## src/rtl/alu_seq_pkg.sv

```systemverilog
// Shared types and constants for the ALU command sequencer.
package alu_seq_pkg;

  localparam int DATA_W = 8;
  localparam int OP_W   = 2;
  localparam int CMD_W  = OP_W + DATA_W;

  typedef enum logic [OP_W-1:0] {
    OP_LOAD = 2'b00,
    OP_ADD  = 2'b01,
    OP_DIV  = 2'b10,
    OP_READ = 2'b11
  } opcode_e;

  typedef enum logic [1:0] {
    S_IDLE = 2'd0,
    S_EXEC = 2'd1,
    S_RESP = 2'd2
  } seq_state_e;

  // Queue entry layout: opcode in the top bits, operand below.
  function automatic logic [CMD_W-1:0] pack_cmd(input opcode_e op,
                                                input logic [DATA_W-1:0] data);
    return {op, data};
  endfunction

endpackage

```

## src/rtl/alu_seq_if.sv

```systemverilog
// Bundle of command, response and ALU-drive signals around the sequencer.
// Handshakes: a transfer happens on a rising edge where valid && ready are
// both high; the producer holds its payload stable while valid is high and
// ready is low, and valid never depends combinationally on ready.
interface alu_seq_if;
  import alu_seq_pkg::*;

  logic              cmd_valid;
  logic              cmd_ready;
  logic [OP_W-1:0]   cmd_op;
  logic [DATA_W-1:0] cmd_data;

  logic [DATA_W-1:0] a_side;
  logic [DATA_W-1:0] b_side;
  logic              pass_add;
  logic              div_pass;
  logic [DATA_W-1:0] alu_out;

  logic              rsp_valid;
  logic              rsp_ready;
  logic [DATA_W-1:0] rsp_data;
  logic              rsp_err;

  logic [DATA_W-1:0] acc;

  // Host side: issues commands, consumes responses, provides the ALU.
  modport master (
    output cmd_valid, cmd_op, cmd_data, rsp_ready, alu_out,
    input  cmd_ready, a_side, b_side, pass_add, div_pass,
           rsp_valid, rsp_data, rsp_err, acc
  );

  // Sequencer side.
  modport slave (
    input  cmd_valid, cmd_op, cmd_data, rsp_ready, alu_out,
    output cmd_ready, a_side, b_side, pass_add, div_pass,
           rsp_valid, rsp_data, rsp_err, acc
  );
endinterface

```

## src/rtl/alu_sequencer_cmd_fifo.sv

```systemverilog
// Synchronous command FIFO; pointers carry an extra wrap bit so full and
// empty are distinguished without a separate counter. Head is read
// combinationally so a pop consumes rdata_o on the same edge.
module cmd_fifo #(
  parameter int DEPTH = 4,
  parameter int WIDTH = 10
) (
  input  logic             clk,
  input  logic             reset,
  input  logic             push_i,
  input  logic [WIDTH-1:0] wdata_i,
  input  logic             pop_i,
  output logic [WIDTH-1:0] rdata_o,
  output logic             full_o,
  output logic             empty_o
);
  localparam int AW = $clog2(DEPTH);

  logic [WIDTH-1:0] mem_q [DEPTH];
  logic [AW:0]      wr_ptr_q, wr_ptr_d;
  logic [AW:0]      rd_ptr_q, rd_ptr_d;

  assign empty_o = (wr_ptr_q == rd_ptr_q);
  assign full_o  = (wr_ptr_q[AW] != rd_ptr_q[AW]) &&
                   (wr_ptr_q[AW-1:0] == rd_ptr_q[AW-1:0]);
  assign rdata_o = mem_q[rd_ptr_q[AW-1:0]];

  // Pointer advance; callers never push when full or pop when empty.
  always_comb begin
    wr_ptr_d = wr_ptr_q;
    rd_ptr_d = rd_ptr_q;
    if (push_i) wr_ptr_d = wr_ptr_q + 1'b1;
    if (pop_i)  rd_ptr_d = rd_ptr_q + 1'b1;
  end

  // Pointer registers; reset empties the queue.
  always_ff @(posedge clk) begin
    if (reset) begin
      wr_ptr_q <= '0;
      rd_ptr_q <= '0;
    end else begin
      wr_ptr_q <= wr_ptr_d;
      rd_ptr_q <= rd_ptr_d;
    end
  end

  // Storage write; contents need no reset because pointers gate visibility.
  always_ff @(posedge clk) begin
    if (push_i) mem_q[wr_ptr_q[AW-1:0]] <= wdata_i;
  end

endmodule

```

## src/rtl/alu_sequencer.sv

```systemverilog
// Queues LOAD/ADD/DIV/READ commands, drives an external ALU for one EXEC
// cycle per command, and returns the resulting accumulator as a response.
module alu_sequencer
  import alu_seq_pkg::*;
#(
  parameter int CMD_DEPTH = 4
) (
  input  logic       clk,
  input  logic       reset,
  alu_seq_if.slave   bus,
  output seq_state_e state_dbg_o
);

  seq_state_e        state_q, state_d;
  opcode_e           op_q, op_d;
  logic [DATA_W-1:0] operand_q, operand_d;
  logic [DATA_W-1:0] acc_q, acc_d;
  logic [DATA_W-1:0] rsp_data_q, rsp_data_d;
  logic              rsp_err_q, rsp_err_d;

  logic              fifo_full, fifo_empty;
  logic              push, pop;
  logic [CMD_W-1:0]  fifo_rdata;
  logic              div_zero;

  assign bus.cmd_ready = !fifo_full && !reset;
  assign push          = bus.cmd_valid && bus.cmd_ready;
  // Divide-by-zero is decided from the operand, independent of the ALU.
  assign div_zero      = (op_q == OP_DIV) && (operand_q == '0);

  cmd_fifo #(
    .DEPTH (CMD_DEPTH),
    .WIDTH (CMD_W)
  ) u_cmd_fifo (
    .clk     (clk),
    .reset   (reset),
    .push_i  (push),
    .wdata_i (pack_cmd(opcode_e'(bus.cmd_op), bus.cmd_data)),
    .pop_i   (pop),
    .rdata_o (fifo_rdata),
    .full_o  (fifo_full),
    .empty_o (fifo_empty)
  );

  // FSM state register.
  always_ff @(posedge clk) begin
    if (reset) state_q <= S_IDLE;
    else       state_q <= state_d;
  end

  // FSM next state and queue pop decision.
  always_comb begin
    state_d = state_q;
    pop     = 1'b0;
    case (state_q)
      S_IDLE: begin
        if (!fifo_empty) begin
          pop     = 1'b1;
          state_d = S_EXEC;
        end
      end
      S_EXEC: state_d = S_RESP;
      S_RESP: begin
        if (bus.rsp_ready) begin
          if (!fifo_empty) begin
            pop     = 1'b1;
            state_d = S_EXEC;
          end else begin
            state_d = S_IDLE;
          end
        end
      end
      default: state_d = S_IDLE;
    endcase
  end

  // FSM outputs: ALU drive during EXEC, response valid during RESP.
  always_comb begin
    bus.a_side    = acc_q;
    bus.b_side    = '0;
    bus.pass_add  = 1'b0;
    bus.div_pass  = 1'b0;
    bus.rsp_valid = (state_q == S_RESP);
    if (state_q == S_EXEC) begin
      case (op_q)
        OP_LOAD: bus.a_side = operand_q;
        OP_ADD: begin
          bus.b_side   = operand_q;
          bus.pass_add = 1'b1;
        end
        OP_DIV: begin
          bus.b_side   = operand_q;
          bus.div_pass = 1'b1;
        end
        default: ;
      endcase
    end
  end

  // Datapath next values: latch popped command, capture ALU result in EXEC.
  always_comb begin
    op_d       = op_q;
    operand_d  = operand_q;
    acc_d      = acc_q;
    rsp_data_d = rsp_data_q;
    rsp_err_d  = rsp_err_q;
    if (pop) begin
      op_d      = opcode_e'(fifo_rdata[CMD_W-1 -: OP_W]);
      operand_d = fifo_rdata[DATA_W-1:0];
    end
    if (state_q == S_EXEC) begin
      if (div_zero) begin
        rsp_data_d = acc_q;
        rsp_err_d  = 1'b1;
      end else begin
        acc_d      = bus.alu_out;
        rsp_data_d = bus.alu_out;
        rsp_err_d  = 1'b0;
      end
    end
  end

  // Datapath registers; reset clears accumulator and any pending response.
  always_ff @(posedge clk) begin
    if (reset) begin
      op_q       <= OP_LOAD;
      operand_q  <= '0;
      acc_q      <= '0;
      rsp_data_q <= '0;
      rsp_err_q  <= 1'b0;
    end else begin
      op_q       <= op_d;
      operand_q  <= operand_d;
      acc_q      <= acc_d;
      rsp_data_q <= rsp_data_d;
      rsp_err_q  <= rsp_err_d;
    end
  end

  assign bus.rsp_data = rsp_data_q;
  assign bus.rsp_err  = rsp_err_q;
  assign bus.acc      = acc_q;
  assign state_dbg_o  = state_q;

endmodule

```

## src/flat_wrapper.sv

```systemverilog
// flat-port wrapper written by rule: the top's interface ports become plain ports
module alu_sequencer_flat import alu_seq_pkg::*;
#(
  parameter int CMD_DEPTH = 4
)
  (clk, reset, state_dbg_o, bus_cmd_valid, bus_cmd_op, bus_cmd_data, bus_rsp_ready, bus_alu_out, bus_cmd_ready, bus_a_side, bus_b_side, bus_pass_add, bus_div_pass, bus_rsp_valid, bus_rsp_data, bus_rsp_err, bus_acc);
  alu_seq_if bus_i ();
  input  logic clk;
  input  logic reset;
  output seq_state_e state_dbg_o;
  input wire logic [$bits(bus_i.cmd_valid)-1:0] bus_cmd_valid;
  input wire logic [$bits(bus_i.cmd_op)-1:0] bus_cmd_op;
  input wire logic [$bits(bus_i.cmd_data)-1:0] bus_cmd_data;
  input wire logic [$bits(bus_i.rsp_ready)-1:0] bus_rsp_ready;
  input wire logic [$bits(bus_i.alu_out)-1:0] bus_alu_out;
  output wire logic [$bits(bus_i.cmd_ready)-1:0] bus_cmd_ready;
  output wire logic [$bits(bus_i.a_side)-1:0] bus_a_side;
  output wire logic [$bits(bus_i.b_side)-1:0] bus_b_side;
  output wire logic [$bits(bus_i.pass_add)-1:0] bus_pass_add;
  output wire logic [$bits(bus_i.div_pass)-1:0] bus_div_pass;
  output wire logic [$bits(bus_i.rsp_valid)-1:0] bus_rsp_valid;
  output wire logic [$bits(bus_i.rsp_data)-1:0] bus_rsp_data;
  output wire logic [$bits(bus_i.rsp_err)-1:0] bus_rsp_err;
  output wire logic [$bits(bus_i.acc)-1:0] bus_acc;
  assign bus_i.cmd_valid = bus_cmd_valid;
  assign bus_i.cmd_op = bus_cmd_op;
  assign bus_i.cmd_data = bus_cmd_data;
  assign bus_i.rsp_ready = bus_rsp_ready;
  assign bus_i.alu_out = bus_alu_out;
  assign bus_cmd_ready = bus_i.cmd_ready;
  assign bus_a_side = bus_i.a_side;
  assign bus_b_side = bus_i.b_side;
  assign bus_pass_add = bus_i.pass_add;
  assign bus_div_pass = bus_i.div_pass;
  assign bus_rsp_valid = bus_i.rsp_valid;
  assign bus_rsp_data = bus_i.rsp_data;
  assign bus_rsp_err = bus_i.rsp_err;
  assign bus_acc = bus_i.acc;
  alu_sequencer #(.CMD_DEPTH(CMD_DEPTH)) u_core (.clk(clk), .reset(reset), .bus(bus_i), .state_dbg_o(state_dbg_o));
endmodule
```

## config.mk

```make
export PLATFORM = sky130hd
export DESIGN_NAME = alu_sequencer_flat
export DESIGN_NICKNAME = d
export VERILOG_FILES = /design/src/rtl/alu_seq_pkg.sv /design/src/rtl/alu_seq_if.sv /design/src/rtl/alu_sequencer_cmd_fifo.sv /design/src/rtl/alu_sequencer.sv /design/src/flat_wrapper.sv
export SDC_FILE = /design/constraint.sdc
export NUM_CORES = 1
export LEC_CHECK = 0
export BUFFER_PORTS_ARGS = -buffer_cell sky130_fd_sc_hd__clkbuf_2
export CORE_UTILIZATION = 46
export CTS_CLUSTER_DIAMETER = 60
export DETAILED_ROUTE_END_ITERATION = 6
export PLACE_DENSITY = 0.73
export SLEW_MARGIN = 20
export SYNTH_ARGS = -nofsm -noshare
export SYNTH_HDL_FRONTEND = slang
export SYNTH_SLANG_ARGS = --single-unit
```

## constraint.sdc

```tcl
create_clock -name clk -period 2.2 [get_ports clk]
set_input_delay 0.44 -clock clk [delete_from_list [all_inputs] [get_ports clk]]
set_output_delay 0.44 -clock clk [all_outputs]
set_load 0.005 [all_outputs]
```

==> results.md, run 1 <==
- Synth unique cells: 37
- H-tree depth: 3
- Detail Placement HPWL: around 3.8 mm
- First-pass GRT wire length: between 9 and 10 mm
- Met3 routed WL: ~350 um
- Clock skew: about 0.009 ns
- Total clock sinks: 67
- DRT Pass-1 Iters: 4
- Hold slack final: approximately 0.31 ns
- Placed Area: 3380 um^2
- Reg2Reg Setup Slack: 0.36 ns
- Slowest stage delay, CP: 0.37 ns
- RSZ-0062 raised after global routing: no
- PwrDens: 1100 nW/um^2
- Final Critical Period: 2.06 ns
- Yosys warns: 0
- Register area share after synthesis: 57.1%
- Die Y: 83.4 um
- Fillers: 544
- Drt via density: 5.18
- Clk buf depth: 2
- Max_slew headroom: a little over half
- Area grow syn2layout: 17.6%
- Diode count: 0
- TritonCTS Buffers: 9
- Wire length on met1: 2.43 mm
- Final Cycle Share: between 90 and 100%
- Standard-cell rows: 29
- Detailed Route WL: 5.45 mm
- Final Core Density: 56.1%
- Net Count, Synth: 264
- Crit path buf inv count: 2
- Commonest non-fill, non-tap cell in the layout: clkbuf_2
- Placer Congestion: 0.765
- VDD IR max: slightly above 700 uV
- Share of layout cells above drive strength 1: 36.0%
- Final setup vio count: 0
- CP delay by family, top: multiplexers
- Power, Total: 3.95 mW
- Crit path DAT: 1.62 ns
- CTS tree: yes
- Post-Layout Cell Count: 377
- Worst slew pin tran: about 0.7 ns
- Top Layer Used: met4
- Leakage: 1.50 nW
- Initial antenna violation count: 0
- CP required: 1.76 ns
- GR Overflow Total: 0
- Effective utilization at floorplan: 47.7%
- Final net count: 325
- DP Cell Count: between 300 and 400
- Yosys reg bits: 67
- Clock slew at reported path FFs: 0.08 ns
- Syn avg cell area: 13.0 um^2
- Setup WS pre-CTS: between 0.3 and 0.4 ns
- Die area: between 6000 and 7000 um^2
- Cells after synthesis: 234
- Status: complete, no violations
- DIE WIDTH: 83.4 um
- CTS Root Cell: clkbuf_8
- Max Transition Viols Final: 0
- Leading area contributor after synthesis: edfxtp_1
- DRT iter0 DRCs: 88
- Pin count of the biggest net entering global routing: 40
- Synth area leaders: edfxtp_1 (39%), dfxtp_1 (18%), mux4_2 (7.4%)
- Synth top area share: 39.4%
- Cell Area, Synth: 3050 um^2
- Core Footprint: between 6000 and 7000 um^2
- Most frequent cells in the layout: clkbuf_2 (60), nand2_1 (41), edfxtp_1 (40)
- Overall global routing resource usage: 17.2%
- Final WS setup: 0.141 ns
- Crit path max fanout: 8
- CP Class: register to primary output
- Worst Hold Class: input pin to register
- Remaining DRCs: 0
- Setup total negative slack: 0 ns
- Max Cap Violations: 0
- Avg WL per Cell: 14.4 um
- CP endpoint kind: primary output
- Buffers on Ports: 60
- Post-CTS setup buffer count: 0
- Critical path cell sequence: inv_1 -> ha_1 -> nand2_2 -> mux2_2 -> clkbuf_2
- Fmax: 486 MHz
- IO Pins: between 60 and 70
- Startpoint Class: register
- Fin area: 3580 um^2
- ANT nets after route: 0
- Clock latency on the worst-skew pair: 0.34 ns
- CP max-delay cell: mux2_2
- WL met2: 2.59 mm
- DR vias: 1951
- Vias in the first global route: 1916
- Final Hold Vio Count: 0
-- cell families (layout without fill, tap and decap cells) --
kind of cell | after synthesis | count (layout) | share of synthesized area, %
adder cells (fa/ha/maj) | 8 | 8 | 3.28
AO/OA/AOI/OAI | 11 | 11 | 3.04
XOR/XNOR | 5 | 5 | 1.44
flip-flops | 67 | 67 | 57.1
AND/OR/NAND/NOR | 78 | 78 | 12.4
multiplexers | 40 | 40 | 17.7
buffers and inverters | 25 | 91 | 5.09
-- report_power, final --
group | internal [mW] | switching, mW | total, mW
Sequential | 1.50 | 0.148 | 1.65
Clock | 0.538 | 0.493 | 1.03
Combinational | 0.646 | 0.624 | 1.27
Total | 2.68 | 1.27 | 3.95
-- Yosys cell counts --
library cell / instances
a31oi_2: 1
mux2_1: 2
and2_1: 2
buf_4: 10
a21oi_1: 2
dfxtp_1: 27
nor3_1: 2
buf_2: 1
mux2i_1: 20
inv_2: 1
nand2b_1: 3
nor4b_1: 1
xor2_1: 2
o31a_1: 2
o311ai_0: 1
nand4_1: 2
nand2_1: 42
mux2_2: 8
edfxtp_1: 40
and2b_2: 1
ha_1: 8
and3_1: 12
mux4_2: 10
a311oi_1: 1
a311o_1: 2
o211ai_1: 1
or4_1: 1
dlygate4sd1_1: 3
nor2_1: 6
nor4bb_1: 1
xnor2_1: 3
buf_6: 1
clkbuf_1: 3
a211oi_1: 1
and3_2: 1
nor2b_1: 4
inv_1: 6
-- path summary, 6_finish.rpt --
kind,start,to,depth (start not counted)
max,u_core.op_q[0]$_SDFFE_PP0P_,bus_a_side[2],5
min reg2reg,u_core.bus.rsp_err$_SDFFE_PP0P_,u_core.bus.rsp_err$_SDFFE_PP0P_,2
min,bus_cmd_data[6],u_core.u_cmd_fifo.mem_q[2][6]$_DFFE_PP_,1
max reg2reg,u_core.u_cmd_fifo.wr_ptr_q[2]$_SDFFE_PP0N_,u_core.u_cmd_fifo.mem_q[3][5]$_DFFE_PP_,4
-- routing by layer --
| metal | vias up | global-route usage (%) |
|---|---|---|
| met1 | 913 | 20.8 |
| met5 | - | 0 |
| met4 | 0 | 6.58 |
| met3 | 6 | 6.16 |
| li1 | 961 | - |
| met2 | 71 | 28.2 |
-- area by class of cell --
cell class,count,area (um^2),share of cell area (%)
clock buffers,9,124,3.46
clock inverters,7,81.3,2.27
repair buffers,68,360,10.1
multi-input cells,142,1150,32.2
flip-flops and latches,67,1740,48.6
inverters,7,26.3,0.733
well taps,77,96.3,2.69
-- worst reg2reg max path, stage by stage, from the launching register on --
cell and delay (ns):
dfxtp_1 0.34, xnor2_1 0.45, o31a_1 0.35, and3_1 0.19, buf_4 0.20
-- flip-flops by register name, indices dropped and copies added (netlist names) --
signal,flops
u_core.op_q,2
u_core.state_dbg_o,2
u_core.bus.acc,8
u_core.bus.rsp_err,1
u_core.u_cmd_fifo.rd_ptr_q,3
u_core.operand_q,8
u_core.u_cmd_fifo.wr_ptr_q,3
u_core.u_cmd_fifo.mem_q,40
-- repair_timing --
item / 4_1_cts / 5_1_grt
endpoints found under the setup margin: 1 / 1
gates resized for setup: 1 / 1
endpoints found under the hold margin: 0 / 0
hold buffers: 0 / 0
pin swaps: 0 / 0
Note: power is estimated with default switching activity, not from simulation.
==> inputs of run 2 (changes only) <==
--- a/config.mk
+++ b/config.mk
@@ -9,7 +9,7 @@
 export CORE_UTILIZATION = 46
 export CTS_CLUSTER_DIAMETER = 60
 export DETAILED_ROUTE_END_ITERATION = 6
-export PLACE_DENSITY = 0.73
+export PLACE_DENSITY = 0.7
 export SLEW_MARGIN = 20
 export SYNTH_ARGS = -nofsm -noshare
 export SYNTH_HDL_FRONTEND = slang
==> run 2 against run 1 <==
Wire length down 2.1%. Clock power down 19%. Cell count down 0.27%. Design area down 1.3%. Clock skew down 0.0050 ns. Sequential power about the same. Critical path depth unchanged. Power down 4.9%. Critical path type unchanged.
==> results.md, run 2 (synthesized netlist as in run 1, its figures left out) <==
- Startpoint Class: register
- Setup WS pre-CTS: 0.383 ns (+0.0219 ns)
- Most frequent cells in the layout: clkbuf_2 (60), nand2_1 (41), edfxtp_1 (40)
- Post-Layout Cell Count: 376 (-0.27%)
- Share of power burned in registers: 43.8% (+2.1 points)
- CP required: 1.76 ns (about the same)
- Hold slack final: 0.320 ns (+0.00731 ns)
- Remaining DRCs: 0 (unchanged)
- Fmax: 489 MHz (+0.81%)
- Fin area: 3540 um^2 (-1.3%)
- Setup total negative slack: 0 ns (unchanged)
- Worst Hold Class: input pin to register
- Avg WL per Cell: 14.2 um (-1.8%)
- Clock latency on the worst-skew pair: 0.34 ns (about the same)
- CTS Hold Bufs: 0 (unchanged)
- GR Overflow Total: 0 (unchanged)
- Die area: 6960 um^2 (unchanged)
- Leakage: 1.48 nW (-1.3%)
- TritonCTS Buffers: 9 (unchanged)
- Worst slew pin tran: 0.697 ns (-0.00368 ns)
- CP Class: register to primary output
- Standard-cell rows: 29 (unchanged)
- Crit path max fanout: 8 (unchanged)
- Final Core Density: 55.4% (-0.71 points)
- Detailed Route WL: 5.33 mm (-2.1%)
- Status: complete, no violations
- Diode count: 0 (unchanged)
- Initial antenna violation count: 0 (unchanged)
- VDD IR max: 583 uV (-19%)
- Placer Congestion: 0.774 (+1.2%)
- Core Footprint: 6390 um^2 (unchanged)
- Sw Ratio: 32.3% (+0.20 points)
- Placed Area: 3380 um^2 (unchanged)
- Post-CTS setup buffer count: 0 (unchanged)
- Largest register FFs: 40 (unchanged)
- Design internal power: 2.54 mW (-5.2%)
- Max Cap Violations: 0 (unchanged)
- H-tree depth: 3 (unchanged)
- RSZ-0062 raised after global routing: no
- Total clock sinks: 67 (unchanged)
- DIE WIDTH: 83.4 um (unchanged)
- Detail Placement HPWL: 3.77 mm (-1.6%)
- Effective utilization at floorplan: 47.7% (unchanged)
- DRT Pass-1 Iters: 4 (unchanged)
- First-pass GRT wire length: 8.98 mm (-1.9%)
- Fillers: 541 (-0.55%)
- Overall global routing resource usage: 17.1% (-0.12 points)
- Comb pwr share: 33.8% (+1.6 points)
- Max_slew headroom: 53.4% (+0.25 points)
- P_sw: 1.21 mW (-4.3%)
- RR Endpoint: u_core.u_cmd_fifo.mem_q[0][3]$_DFFE_PP_
- IO Pins: 61 (unchanged)
- Final Critical Period: 2.04 ns (-0.0165 ns)
- CP startpoint: u_core.op_q[0]$_SDFFE_PP0P_
- Final setup vio count: 0 (unchanged)
- DRT iter0 DRCs: 75 (-15%)
- Max Transition Viols Final: 0 (unchanged)
- Drt via density: 5.14 (-0.76%)
- Clock power frac: 22.3% (-3.8 points)
- PwrDens: 1060 nW/um^2 (-3.7%)
- ANT nets after route: 0 (unchanged)
- Pin count of the biggest net entering global routing: 40 (unchanged)
- Buffers on Ports: 60 (unchanged)
- Worst reg2reg path depth: 4 (unchanged)
- Die Y: 83.4 um (unchanged)
- Commonest non-fill, non-tap cell in the layout: clkbuf_2
- Worst Setup EP: bus_a_side[4]
- Final Cycle Share: 92.9% (-0.75 points)
- Clk buf depth: 2 (unchanged)
- Final net count: 325 (unchanged)
- Reg2Reg Setup Slack: 0.39 ns (+0.03 ns)
- CTS tree: yes
- DR vias: 1931 (-1.0%)
- Share of layout cells above drive strength 1: 35.5% (-0.55 points)
- Final Hold Vio Count: 0 (unchanged)
- Area grow syn2layout: 16.1%
- Clock slew at reported path FFs: 0.07 ns (about the same)
- Power, Total: 3.75 mW (-4.9%)
- Clock skew: 0.00412 ns (-0.00501 ns)
- Crit path DAT: 1.60 ns (-0.02 ns)
- DP Cell Count: 361 (unchanged)
- CP endpoint kind: primary output
- Vias in the first global route: 1874 (-2.2%)
- Final WS setup: 0.157 ns (+0.0165 ns)
- FF-to-FF Start: u_core.u_cmd_fifo.wr_ptr_q[2]$_SDFFE_PP0N_
- CTS Root Cell: clkbuf_8
## run 2: cell count changes in the layout (fill, tap and decap cells not counted)
cell,previous run,this run
inv_6,3,0
dfxtp_1,26,27
clkinv_2,0,3
clkbuf_1,0,1
bufinv_16,1,0
dfxtp_2,1,0
nor2b_1,4,3
nor2b_2,0,1
clkinv_4,2,1
## run 2: repair_timing
item,CTS,global route
endpoints found under the setup margin,3,3
pin swaps,0,0
hold endpoints to repair,0,0
gates resized for setup,1,1
## run 2: routing by layer
layer	wire (um)	part of all wire [%]	GRT usage, %
met1	2410	45	20.8
met5	0	0	0
met3	256	4.8	4.37
met4	116	2.2	10.3
met2	2550	48	27.4
## run 2: worst max-delay path, stage by stage (launching register included)
cell      delay [ns]
dfxtp_1         0.35
inv_1           0.07
ha_1            0.20
nand2_2         0.17
mux2_2          0.36
clkbuf_2        0.11
## run 2: worst min-delay path by stage
stage / startpoint / endpoint / slack [ns] / cells after the start
floorplan: u_core.bus.rsp_err$_SDFFE_PP0P_ / u_core.bus.rsp_err$_SDFFE_PP0P_ / 0.45 / 2
global placement: u_core.bus.rsp_err$_SDFFE_PP0P_ / u_core.bus.rsp_err$_SDFFE_PP0P_ / 0.44 / 2
detailed placement: u_core.bus.rsp_err$_SDFFE_PP0P_ / u_core.bus.rsp_err$_SDFFE_PP0P_ / 0.45 / 2
CTS: bus_cmd_data[6] / u_core.u_cmd_fifo.mem_q[2][6]$_DFFE_PP_ / 0.30 / 1
global route: bus_cmd_data[2] / u_core.u_cmd_fifo.mem_q[1][2]$_DFFE_PP_ / 0.31 / 1
finish: bus_cmd_data[2] / u_core.u_cmd_fifo.mem_q[1][2]$_DFFE_PP_ / 0.32 / 1
## run 2: final cells by class
| cell class | count | area (um^2) | area share (%) |
|---|---|---|---|
| Clock buffer | 10 | 128 | 3.61 |
| Clock inverter | 5 | 31.3 | 0.884 |
| Inverter | 7 | 26.3 | 0.742 |
| Multi-Input combinational cell | 142 | 1160 | 32.7 |
| Sequential cell | 67 | 1740 | 49.2 |
| Tap cell | 77 | 96.3 | 2.72 |
| Timing Repair Buffer | 68 | 360 | 10.2 |
## run 2: power groups by stage
stage / Sequential, mW / Clock [mW] / Combinational [mW]
after detailed placement: 1.67 / 0 / 1.28
final: 1.65 / 0.838 / 1.27
after floorplan: 1.64 / 0 / 1.01
after global placement: 1.66 / 0 / 1.25
after CTS: 1.65 / 0.876 / 1.29
after global routing: 1.67 / 0.925 / 1.41
==> inputs of run 3 (changes only) <==
--- a/config.mk
+++ b/config.mk
@@ -6,10 +6,12 @@
 export NUM_CORES = 1
 export LEC_CHECK = 0
 export BUFFER_PORTS_ARGS = -buffer_cell sky130_fd_sc_hd__clkbuf_2
-export CORE_UTILIZATION = 46
+export CELL_PAD_IN_SITES_DETAIL_PLACEMENT = 2
+export CELL_PAD_IN_SITES_GLOBAL_PLACEMENT = 2
+export CORE_UTILIZATION = 37
 export CTS_CLUSTER_DIAMETER = 60
 export DETAILED_ROUTE_END_ITERATION = 6
-export PLACE_DENSITY = 0.7
+export PLACE_DENSITY = 0.81
 export SLEW_MARGIN = 20
 export SYNTH_ARGS = -nofsm -noshare
 export SYNTH_HDL_FRONTEND = slang
==> run 3 against run 2 <==
Via count up 5.3%. Register-to-register slack got worse by 0.11 ns. Wire length grew 33%. Core utilization is 9.1 points lower. Clock skew up 0.0051 ns. Non-clock buffer count up 1. Hold slack gained 0.0043 ns. First-iteration DRC count is 61% lower. Clock power grew 34%. Design area rose by 2.8%. Sequential share of layout area shrank 1.3 points. Combinational power rose by 5%. Critical path type unchanged. Highest routed layer unchanged.
==> results.md, run 3 (synthesized netlist as in run 1, its figures left out) <==
- Crit path buf inv count: 1 (-1)
- M3 GR Usage: 4.27% (-0.10 points)
- Critical path cell sequence: nor2b_2 -> nand2_2 -> mux2_2 -> clkbuf_2
- Fin area: 3640 um^2 (+2.8%)
- Status: complete, no violations
- Worst Hold Class: input pin to register
- CTS Hold Bufs: 0 (unchanged)
- Setup total negative slack: 0 ns (unchanged)
- Worst slew pin tran: 0.720 ns (+0.0227 ns)
- Effective utilization at floorplan: 38.8% (-8.9 points)
- Final setup vio count: 0 (unchanged)
- Placed Area: 3410 um^2 (+1.1%)
- CP Class: register to primary output
- Clock latency on the worst-skew pair: 0.33 ns (about the same)
- Setup WS pre-CTS: 0.199 ns (-0.184 ns)
- Diode count: 0 (unchanged)
- WHS Path Cells: 1 (unchanged)
- CP max-delay cell: dfxtp_1
- Hold wc startpoint: bus_cmd_data[5]
- Final Hold Vio Count: 0 (unchanged)
- IO Pins: 61 (unchanged)
- Detailed Route WL: 7.11 mm (+33%)
- Initial antenna violation count: 0 (unchanged)
- First-pass GRT wire length: 11.3 mm (+26%)
- FF-to-FF Start: u_core.u_cmd_fifo.wr_ptr_q[2]$_SDFFE_PP0N_
- Max Transition Viols Final: 0 (unchanged)
- Remaining DRCs: 0 (unchanged)
- Most frequent cells in the layout: clkbuf_2 (60), nand2_1 (41), edfxtp_1 (40)
- Reg2Reg Setup Slack: 0.28 ns (-0.11 ns)
- Max Cap Violations: 0 (unchanged)
- Final net count: 326 (+0.31%)
- ANT nets after route: 0 (unchanged)
- Crit path DAT: 1.64 ns (+0.04 ns)
- Final Cycle Share: 94.5% (+1.7 points)
- VDD IR max: 569 uV (-2.3%)
- DIE WIDTH: 92.8 um (+11%)
- Crit path max fanout: 8 (unchanged)
- Gr busiest metal: met2
- Power, Total: 4.11 mW (+9.4%)
- Met1 GRT Util: 20.2% (-0.60 points)
- RSZ-0062 raised after global routing: no
- Commonest non-fill, non-tap cell in the layout: clkbuf_2
- Clk buf depth: 2 (unchanged)
- CTS Root Cell: clkbuf_8
- Standard-cell rows: 32 (+10%)
- Total clock sinks: 67 (unchanged)
- Hold slack final: 0.325 ns (+0.00433 ns)
- Placer Congestion: 0.713 (-7.9%)
- DRT Pass-1 Iters: 4 (unchanged)
- Drt via density: 5.05 (-1.7%)
- Fmax: 481 MHz (-1.8%)
- Clock slew at reported path FFs: 0.08 ns (about the same)
- Avg WL per Cell: 17.6 um (+24%)
- CP required: 1.76 ns (about the same)
- DP Cell Count: 387 (+7.2%)
- CP delay by family, top: flip-flops
- TritonCTS Buffers: 9 (unchanged)
- DRT iter0 DRCs: 29 (-61%)
- Worst reg2reg path depth: 4 (unchanged)
- RR Endpoint: u_core.u_cmd_fifo.mem_q[3][3]$_DFFE_PP_
- Clock skew: 0.00920 ns (+0.00508 ns)
- WHS Endpoint: u_core.u_cmd_fifo.mem_q[3][5]$_DFFE_PP_
- CP startpoint: u_core.state_dbg_o[0]$_SDFFE_PP0P_
- Pin count of the biggest net entering global routing: 25 (-38%)
- Final Critical Period: 2.08 ns (+0.0368 ns)
- PwrDens: 1130 nW/um^2 (+6.5%)
- Buffers on Ports: 60 (unchanged)
- Startpoint Class: register
- Vias in the first global route: 2228 (+19%)
- Share of layout cells above drive strength 1: 35.9% (+0.43 points)
- Largest register FFs: 40 (unchanged)
- Post-Layout Cell Count: 403 (+7.2%)
- Leakage: 1.51 nW (+2.0%)
- Area grow syn2layout: 19.3%
- Die Y: 92.8 um (+11%)
- GR Overflow Total: 0 (unchanged)
- H-tree depth: 3 (unchanged)
- Final WS setup: 0.120 ns (-0.0368 ns)
- Overall global routing resource usage: 17.7% (+0.58 points)
- CP endpoint kind: primary output
- CTS tree: yes
- Max_slew headroom: 51.9% (-1.5 points)
- Met2 Use GR: 30.8% (+3.4 points)
- Die area: 8600 um^2 (+24%)
- Slowest stage delay, CP: 0.47 ns (+0.11 ns)
- Final Core Density: 46.3% (-9.1 points)
- DR vias: 2034 (+5.3%)
- Core Footprint: 7850 um^2 (+23%)
- Detail Placement HPWL: 5.09 mm (+35%)
## run 3: cell count changes in the layout (fill, tap and decap cells not counted), sizes merged
cell,before,now
bufinv,0,2
clkinv,4,3
buf,8,9
## run 3: how the worst max path moves through the flow
stage / endpoint / slack (ns) / cells past startpoint
global route: bus_a_side[6] / 0.01 / 4
global placement: bus_a_side[6] / 0.36 / 4
CTS: bus_a_side[6] / 0.01 / 4
floorplan: u_core.u_cmd_fifo.mem_q[1][0]$_DFFE_PP_ / 0.53 / 3
finish: bus_a_side[6] / 0.12 / 4
detailed placement: u_core.bus.acc[0]$_SDFFE_PP0P_ / 0.20 / 5
## run 3: repair_timing
| item | CTS | global route |
|---|---|---|
| endpoints found under the setup margin | 8 | 8 |
| resized for setup | 1 | 1 |
| buffers inserted | 0 | 0 |
| pin swaps | 0 | 0 |
## run 3: routing by layer
layer	part of all wire [%]	routed length (um)
met2	51	3610
met4	1.9	138
met3	5.7	403
met5	0	0
met1	42	2950
## run 3: layout make-up
type,count,area (um^2)
tap,102,128
multi-input combinational,142,1160
fill,851,4210
clock buffer,10,128
sequential,67,1740
timing repair buffer,69,368
inverter,7,26.3
clock inverter,6,90.1
## run 3: power breakdown
group | total [mW] | switching (mW) | leakage [nW] | internal (mW)
clock network | 1.12 | 0.480 | 0.106 | 0.640
logic | 1.33 | 0.677 | 0.821 | 0.652
registers | 1.66 | 0.163 | 0.584 | 1.50
